File: src/rtl/leg_cond_pipe.sv
// Two-stage valid/ready branch-condition evaluator (EQ/NE/LT/LE/GT/GE/ALWAYS/NEVER, signed or unsigned) with tag pass-through.
// Optional result/taken saturating counters are built when LEG_COND_PIPE_STATS_EN is defined.
module leg_cond_pipe #(
    parameter int WIDTH     = 8,
    parameter int OPC_WIDTH = 8,
    parameter int TAG_WIDTH = 4,
    parameter int CNT_WIDTH = 16
) (
    input  logic                 clk,
    input  logic                 rst,
    input  logic                 in_valid,
    output logic                 in_ready,
    input  logic [OPC_WIDTH-1:0] opcode,
    input  logic [WIDTH-1:0]     input_1,
    input  logic [WIDTH-1:0]     input_2,
    input  logic [TAG_WIDTH-1:0] in_tag,
    output logic                 out_valid,
    input  logic                 out_ready,
    output logic                 out_taken,
    output logic                 out_illegal,
    output logic [TAG_WIDTH-1:0] out_tag
`ifdef LEG_COND_PIPE_STATS_EN
    ,
    input  logic                 stats_clr,
    output logic [CNT_WIDTH-1:0] stat_total,
    output logic [CNT_WIDTH-1:0] stat_taken
`endif
);

    logic                 s1_valid;
    logic [3:0]           s1_cond;
    logic                 s1_sgn;
    logic                 s1_en;
    logic [WIDTH-1:0]     s1_a;
    logic [WIDTH-1:0]     s1_b;
    logic [TAG_WIDTH-1:0] s1_tag;

    logic s1_load;
    logic s2_load;

    // Only the low six opcode bits carry meaning.
    logic unused_opc;
    assign unused_opc = ^opcode;

    assign s2_load  = s1_valid && (!out_valid || out_ready);
    assign in_ready = !rst && (!s1_valid || s2_load);
    assign s1_load  = in_valid && in_ready;

    // Flipping the sign bit maps two's-complement order onto unsigned order.
    logic [WIDTH-1:0] a_key;
    logic [WIDTH-1:0] b_key;
    logic             eq;
    logic             lt;
    logic             taken_nxt;
    logic             illegal_nxt;

    assign a_key = {s1_a[WIDTH-1] ^ s1_sgn, s1_a[WIDTH-2:0]};
    assign b_key = {s1_b[WIDTH-1] ^ s1_sgn, s1_b[WIDTH-2:0]};
    assign eq    = (s1_a == s1_b);
    assign lt    = (a_key < b_key);

    always_comb begin
        taken_nxt   = 1'b0;
        illegal_nxt = 1'b0;
        if (s1_en) begin
            case (s1_cond)
                4'd0:    taken_nxt = eq;
                4'd1:    taken_nxt = !eq;
                4'd2:    taken_nxt = lt;
                4'd3:    taken_nxt = lt || eq;
                4'd4:    taken_nxt = !(lt || eq);
                4'd5:    taken_nxt = !lt;
                4'd6:    taken_nxt = 1'b1;
                4'd7:    taken_nxt = 1'b0;
                default: illegal_nxt = 1'b1;
            endcase
        end
    end

    always_ff @(posedge clk) begin
        if (rst) begin
            s1_valid <= 1'b0;
        end else if (s1_load) begin
            s1_valid <= 1'b1;
            s1_cond  <= opcode[3:0];
            s1_sgn   <= opcode[4];
            s1_en    <= opcode[5];
            s1_a     <= input_1;
            s1_b     <= input_2;
            s1_tag   <= in_tag;
        end else if (s2_load) begin
            s1_valid <= 1'b0;
        end
    end

    always_ff @(posedge clk) begin
        if (rst) begin
            out_valid   <= 1'b0;
            out_taken   <= 1'b0;
            out_illegal <= 1'b0;
            out_tag     <= '0;
        end else if (s2_load) begin
            out_valid   <= 1'b1;
            out_taken   <= taken_nxt;
            out_illegal <= illegal_nxt;
            out_tag     <= s1_tag;
        end else if (out_ready) begin
            out_valid   <= 1'b0;
        end
    end

`ifdef LEG_COND_PIPE_STATS_EN
    // A clear wins over a coincident handshake, so that result is not counted.
    always_ff @(posedge clk) begin
        if (rst || stats_clr) begin
            stat_total <= '0;
            stat_taken <= '0;
        end else if (out_valid && out_ready) begin
            if (stat_total != '1) stat_total <= stat_total + 1'b1;
            if (out_taken && (stat_taken != '1)) stat_taken <= stat_taken + 1'b1;
        end
    end
`else
    logic [CNT_WIDTH-1:0] unused_cnt;
    assign unused_cnt = '0;
`endif

endmodule

File: config.mk
export PLATFORM = sky130hd
export DESIGN_NAME = leg_cond_pipe
export DESIGN_NICKNAME = d
export VERILOG_FILES = /design/src/rtl/leg_cond_pipe.sv
export SDC_FILE = /design/constraint.sdc
export NUM_CORES = 1
export LEC_CHECK = 0
export ABC_AREA = 1
export BUFFER_PORTS_ARGS = -buffer_cell sky130_fd_sc_hd__buf_2
export CAP_MARGIN = 20
export CORE_UTILIZATION = 35
export CTS_CLUSTER_DIAMETER = 150
export DETAILED_ROUTE_END_ITERATION = 10
export PLACE_DENSITY = 0.58
export SLEW_MARGIN = 20
export SYNTH_ARGS = -nofsm -noshare
export SYNTH_HDL_FRONTEND = slang
export SYNTH_SLANG_ARGS = --single-unit
export TNS_END_PERCENT = 30
File: constraint.sdc
create_clock -name clk -period 2.4 [get_ports clk]
set_input_delay 0.36 -clock clk [delete_from_list [all_inputs] [get_ports clk]]
set_output_delay 0.36 -clock clk [all_outputs]
set_load 0.1 [all_outputs]
-- Word level (Yosys, flattened, before mapping)
Cells that the tools add are included.
- register bits after elaboration: 34
- input port bits: 32
- output and inout port bits: 8
- logic and storage cells: 48
- $lt $le $gt $ge: 1
- equal/unequal tests: 8
- multiplexer cells: 8
- bitwise gates (word level): 3
- reduce and logical (&&, ||, !) cells: 17
- operators with widths (cell ; number):
    == test 4 x 3 -> 1 bit (second input constant) ; 4
    == test 4 x 2 -> 1 bit (second input constant) ; 2
    == test 8 bit ; 1
    < comparator 8 bit ; 1
    OR reduction 8 bit ; 1
    2-to-1 mux 1 bit ; 7
    case mux 1 bit (7 select lines) ; 1
    zero test 1 bit ; 6
    == test 4 x 1 -> 1 bit (second input constant) ; 1
    zero test 4 bit ; 1
    nonzero test 2 bit ; 2
    logical AND 1 bit ; 3
    logical OR 1 bit ; 3
    AND reduction 2 bit ; 1
    bitwise XOR 1 bit ; 2
    inverter 1 bit ; 1

-- Longest topological paths before layout
Gate-level depths: netlist of run 1.
- word-level depth: 7
- depth in mapped cells: 15
- mapped depth without buffers: 15

-- Least setup slack after synthesis of run 1
No wires, ideal clock.
- path kind: reg-to-reg
- start point: register out_valid
- end point: register s1_a[0] (enable)
- setup time: 0.409 ns
- arrival: 2.352 ns
- required time: 1.991 ns
- setup slack: -0.361 ns
- stages on the path, launching flop included: 5
- buffers on the path: 0
- period minus slack after synthesis: 2.761 ns
- cells stage by stage: dfxtp_1 > nand2_1 > nor2_1 > or2_2 > nor2_1
- cells in the longest elaborated chain, start to end: 7
- ends and longest elaborated chain (item ; line ; RTL):
    start, declared ; 17 ; output logic out_valid,
    start signal, assigned ; 98 ; out_valid <= 1'b0;
    start signal, assigned ; 103 ; out_valid <= 1'b1;
    start signal, assigned ; 108 ; out_valid <= 1'b0;
    zero test 1 bit ; 45 ; assign s2_load = s1_valid && (!out_valid || out_ready);
    logical OR 1 bit ; 45 ;
    logical AND 1 bit ; 45 ;
    logical OR 1 bit ; 46 ; assign in_ready = !rst && (!s1_valid || s2_load);
    logical AND 1 bit ; 46 ;
    logical AND 1 bit ; 47 ; assign s1_load = in_valid && in_ready;
    AND reduction 2 bit (no source line) ; n/a ;
    end signal, assigned ; 88 ; s1_a <= input_1;
    end, declared ; 34 ; logic [WIDTH-1:0] s1_a;
Every way passes these cells.
A chain may end at the register's enable or synchronous reset.

-- Final worst setup path of run 1
- start point: register out_valid
- end point: output in_ready
- cells in the longest elaborated chain, start to end: 5
- ends and longest elaborated chain (item ; line ; RTL):
    zero test 1 bit ; 45 ;
    logical OR 1 bit ; 45 ;
    logical AND 1 bit ; 45 ;
    logical OR 1 bit ; 46 ;
    logical AND 1 bit ; 46 ;
    end, declared ; 12 ; output logic in_ready,
Every way passes these cells.

==> results of run 1 <==
[layout make-up]
class                           instances  share of cell area [%]
Timing Repair Buffer                   38                    11.0
Inverter                               22                    4.71
Multi-Input combinational cell         70                    22.6
Tap cell                               48                    3.42
Sequential cell                        34                    53.6
Clock inverter                          2                   0.499
Clock buffer                            6                    4.14
[final timing paths]
kind,cells past startpoint,to,slack [ns]
max,5,in_ready,0.48
min,1,s1_cond[3],0.26
max reg2reg,5,s1_a[3],0.87
min reg2reg,2,out_tag[2],0.46
[cell families after synthesis]
logic type | after synthesis | share of synthesized area, %
adders and majority gates | 7 | 6.16
DFF | 34 | 66.2
buffers and inverters | 23 | 6.07
AOI/OAI and AO/OA | 12 | 4.93
and+or+nand+nor | 51 | 16.6
[cells in the mapped netlist]
cell type / instances
nor2_1: 6
edfxtp_1: 26
a211oi_1: 1
clkbuf_1: 1
a21oi_2: 1
nor2_4: 1
nand3_4: 1
dfxtp_1: 8
inv_2: 1
ha_1: 7
or2_2: 1
nand2_1: 30
nand3_1: 7
a21oi_1: 9
inv_1: 21
nand2_2: 5
a311oi_1: 1
[worst register-to-register path: cells and delay by family, from the launching register on]
family        cells  cell delay (ns)
flops             1             0.32
buf+inv           1             0.31
simple gates      4             0.57
[metrics by stage]
step	std cells	setup slack [ns]	area (µm²)
after floorplan	127	0.0663	1420
after detailed placement	212	0.624	1670
final	220	0.483	1750
after global placement	212	0.680	1670
after CTS	220	0.460	1750
after global routing	220	0.388	1750
[sequential cells by signal (all words and copies together), names as in the netlist]
| signal | cells |
|---|---|
| s1_tag | 4 |
| s1_a | 8 |
| out_tag | 4 |
| s1_valid | 1 |
| s1_cond | 4 |
| out_illegal | 1 |
| s1_b | 8 |
| out_valid | 1 |
| out_taken | 1 |
| s1_en | 1 |
| s1_sgn | 1 |
[report_power, final]
group          internal [mW]  total [mW]  switching [mW]  leakage [nW]
sequential             0.662       0.673          0.0107         0.309
clock                  0.199       0.382           0.183        0.0426
combinational         0.0428       0.134          0.0913         0.441
total                  0.904        1.19           0.285         0.793
[layer usage]
metal	global-route usage, %	wire length, µm
met1	13.1	927
met2	21.9	1100
met3	5.21	122
met4	4.08	0
met5	0	0
==> results.toml, run 1 <==
[placed_design]
dp_hpwl_um = 1660
routabilityCongestion = 0.693
io_buffer_count = 37

[synth]
syn_area_um2 = 1420
syn_inst = 127
avgSynthCellArea_um2 = 11.2
synth-seq-cells = 34
ys_top_cells_by_area = "edfxtp_1, dfxtp_1, nand2_1"
yosysSeqAreaShare_pct = 66.2
syn_nets = 166
ys_warn_count = 0
synth_top_area_cell = "edfxtp_1"
synth_top_area_share_pct = 54.9
synth_cell_types = 17

[worst_setup_path]
critPathKind = "register to output pin"
crit_family = "simple AND/OR/NAND/NOR gates"
crit_slowest_cell = "buf_2"
critPathLaunchType = "register"
cp_max_fo = 3
startpoint = "out_valid"
cp_data_arrival_time_ns = 1.56
cp-end-kind = "output pin"
cp_cell_sequence = "nand2_1, nor2_1, or2_2, inv_1, buf_2"
rr_startpoint = "out_valid"
cp_num_buf_inv = 2
required_ns = 2.04
crit_path_max_incr_delay_ns = 0.41

[timing]
finalSetupTns_ns = 0
drv_slew = 0
min_period_over_period_pct = 79.9
fin_crit_ns = 1.92
finalSetupViolCount = 0
hold_viol_final = 0
whs_ns = 0.258
rsz0062_at_grt = "no"
timing.fmax_ghz = 0.522
fin_skew_ns = 0.00208
max_slew_margin_pct = 67.7
tightest_slew_ns = 0.488

[cts]
clk_latency_ns = 0.27
tritoncts = "done"
cts_root_buf = "clkbuf_8"
htreeDepth = 2
ctsHoldBuffers = 0
ctsLongestPathBuffers = 2
cts_sinks = 34
clk_pin_slew_worst_paths_ns = 0.06
cts_resized = 0
numCtsBuffers = 5
cts_setup_buffers = 0

[final_layout]
mostFrequentLayoutCell = "buf_2"
diodes = 0
syn_to_final_growth_pct = 23.4
multiInputGateArea_um2 = 397
final_cell_mix = "buf_2, nand2_1, edfxtp_1, inv_1, a21oi_1"
final_core_util_pct = 46.5
seqCellArea_um2 = 941
layout.nets = 210
nFillCells = 356
drive_gt1_share_pct = 32.0

[floorplan]
design.core.area_um2 = 3770
io_pins = 40
die_x_um = 65.7
row_count = 22
die_h_um = 65.7
start_util_pct = 37.7
dieArea_um2 = 4320

[flow_run]
cap_violations = 0

[global_routing]
grt_pass1_wl_um = 3920
grt_pass1_vias = 968
grt_max_degree = 27
grt_antenna_before_repair = 0
overflow = 0
grt_use_total_pct = 12.4

[routing]
wl_per_cell_um = 9.76
first_iter_violations = 23
routed_via_density = 4.31
routed-via-count = 948
drc_errors = 0
wirelength_um = 2150
drtPass1Iterations = 4
antenna_left = 0

[worst_hold_path]
hp-class = "input pin to register"
hold_path_startpoint = "opcode[3]"

[power_and_ir_drop]
p_leak_nw = 0.793
ir_drop_uv = 442
power_per_cell_area_nw_per_um2 = 678
finalPower_mw = 1.19

[outcome]
status = "complete, no violations"
Note: power is estimated with default switching activity, not from simulation.
==> inputs of run 2 (changes only) <==
--- a/config.mk
+++ b/config.mk
@@ -11,7 +11,7 @@
 export CORE_UTILIZATION = 35
 export CTS_CLUSTER_DIAMETER = 150
 export DETAILED_ROUTE_END_ITERATION = 10
-export PLACE_DENSITY = 0.58
+export PLACE_DENSITY = 0.55
 export SLEW_MARGIN = 20
 export SYNTH_ARGS = -nofsm -noshare
 export SYNTH_HDL_FRONTEND = slang
==> constraint.sdc (replaced) <==
create_clock -name clk -period 1.8 [get_ports clk]
set_input_delay 0.27 -clock clk [delete_from_list [all_inputs] [get_ports clk]]
set_output_delay 0.27 -clock clk [all_outputs]
set_load 0.1 [all_outputs]
==> results.toml, run 2 (synthesized netlist as in run 1, its figures left out) <==
[global_routing]
grt_use_total_pct = 11.7
grt_antenna_before_repair = 0
overflow = 0
grt_pass1_wl_um = 3660
grt_max_degree = 27
grt_pass1_vias = 863

[timing]
finalSetupTns_ns = 0
tightest_slew_ns = 0.495
hold_viol_final = 0
rsz0062_at_grt = "no"
max_slew_margin_pct = 67.3
fin_skew_ns = 0.00596
finalSetupViolCount = 0
fin_crit_ns = 1.67
min_period_over_period_pct = 92.5
finalWorstSetupSlack_ns = 0.134
drv_slew = 0
whs_ns = 0.162
timing.fmax_ghz = 0.600

[cts]
cts_setup_buffers = 0
numCtsBuffers = 5
cts_root_buf = "clkbuf_8"
cts_resized = 0
clk_pin_slew_worst_paths_ns = 0.07
clk_latency_ns = 0.28
tritoncts = "done"
cts_sinks = 34
ctsLongestPathBuffers = 2
ctsHoldBuffers = 0
htreeDepth = 2

[final_layout]
final_cell_mix = "buf_2, nand2_1, edfxtp_1, inv_1, a21oi_1"
diodes = 0
drive_gt1_share_pct = 33.7
syn_to_final_growth_pct = 29.8
layout.nets = 210
nFillCells = 358
instances_no_fill = 220
reg_top3 = "s1_a (8), s1_b (8)"
final_area_um2 = 1850
final_core_util_pct = 48.9
mostFrequentLayoutCell = "buf_2"

[placed_design]
dp_slack_ns = 0.281
dp_hpwl_um = 1640
place_area_um2 = 1710
io_buffer_count = 37
dp_cells = 212
routabilityCongestion = 0.668

[power_and_ir_drop]
power_per_cell_area_nw_per_um2 = 1030
finalPower_mw = 1.89
ir_drop_uv = 513
p_leak_nw = 0.821

[routing]
wirelength_um = 2160
antenna_left = 0
routed_via_density = 4.29
routed-via-count = 944
drtPass1Iterations = 4
first_iter_violations = 16
wl_per_cell_um = 9.80
drc_errors = 0

[floorplan]
io_pins = 40
start_util_pct = 37.7
design.core.area_um2 = 3770
die_x_um = 65.7
die_h_um = 65.7
row_count = 22
dieArea_um2 = 4320

[worst_setup_path]
worstSetupEndpoint = "in_ready"
cp_data_arrival_time_ns = 1.40
required_ns = 1.53
critPathLaunchType = "register"
startpoint = "out_valid"
path_depth = 5
cp_num_buf_inv = 2
critPathKind = "register to output pin"
crit_path_max_incr_delay_ns = 0.34
crit_slowest_cell = "dfxtp_4"
cp_max_fo = 3
cp-end-kind = "output pin"
rr_startpoint = "s1_a[3]"
cp_cell_sequence = "nand2_1, nor2_1, or2_2, clkinvlp_4, buf_12"
reg2reg_to = "out_taken"
crit_family = "simple AND/OR/NAND/NOR gates"
r2r_slack_ns = 0.30
rr_worst_depth = 9

[worst_hold_path]
hold_depth = 1
hp-class = "input pin to register"

[outcome]
status = "complete, no violations"

[flow_run]
cap_violations = 0
run 2: changes by cell type in the layout (fill, tap and decap cells not counted):
cell,before,now
buf_4,1,0
nor2_2,1,0
buf_12,0,2
bufinv_16,0,2
clkinv_2,1,0
clkbuf_1,1,0
inv_1,21,20
dfxtp_1,8,7
clkinvlp_4,0,1
nor2_4,1,2
buf_2,37,36
dfxtp_4,0,1
run 2: power by group:
part           total (mW)  internal [mW]  switching (mW)
Clock               0.807          0.548           0.259
Combinational       0.190         0.0652           0.125
Sequential          0.896          0.882          0.0141
Total                1.89           1.49           0.398
run 2: area by class of cell:
type                       count  area (µm²)  area share, %
clock buffer                   5        68.8           3.73
multi-input combinational     70         402           21.8
inverter                      22        86.3           4.68
tap                           48        60.1           3.25
timing repair buffer          38         220           11.9
sequential                    34         945           51.2
clock inverter                 3        63.8           3.46
run 2: worst reg2reg max path, cell delays in order (launching register included):
cell and delay, ns:
edfxtp_1 0.37, ha_1 0.30, nand2_1 0.07, nor2_1 0.18
nand3_1 0.13, nand3_1 0.10, nand3_1 0.08, nand2_1 0.06
nand2_1 0.06, a21oi_2 0.11
run 2: worst min path at each step:
stage	startpoint	endpoint	slack (ns)
final	input_1[6]	s1_a[6]	0.16
after global routing	in_tag[1]	s1_tag[1]	0.14
after global placement	in_tag[3]	s1_tag[3]	0.45
after floorplan	input_1[0]	s1_a[0]	0.37
after CTS	input_1[6]	s1_a[6]	0.15
after detailed placement	input_1[0]	s1_a[0]	0.45
run 2: metal layers:
metal / routed length, µm / GRT usage (%)
met2: 1040 / 18.8
met5: 0 / 0
met4: 13 / 4.89
met3: 126 / 5.38
met1: 976 / 13.3
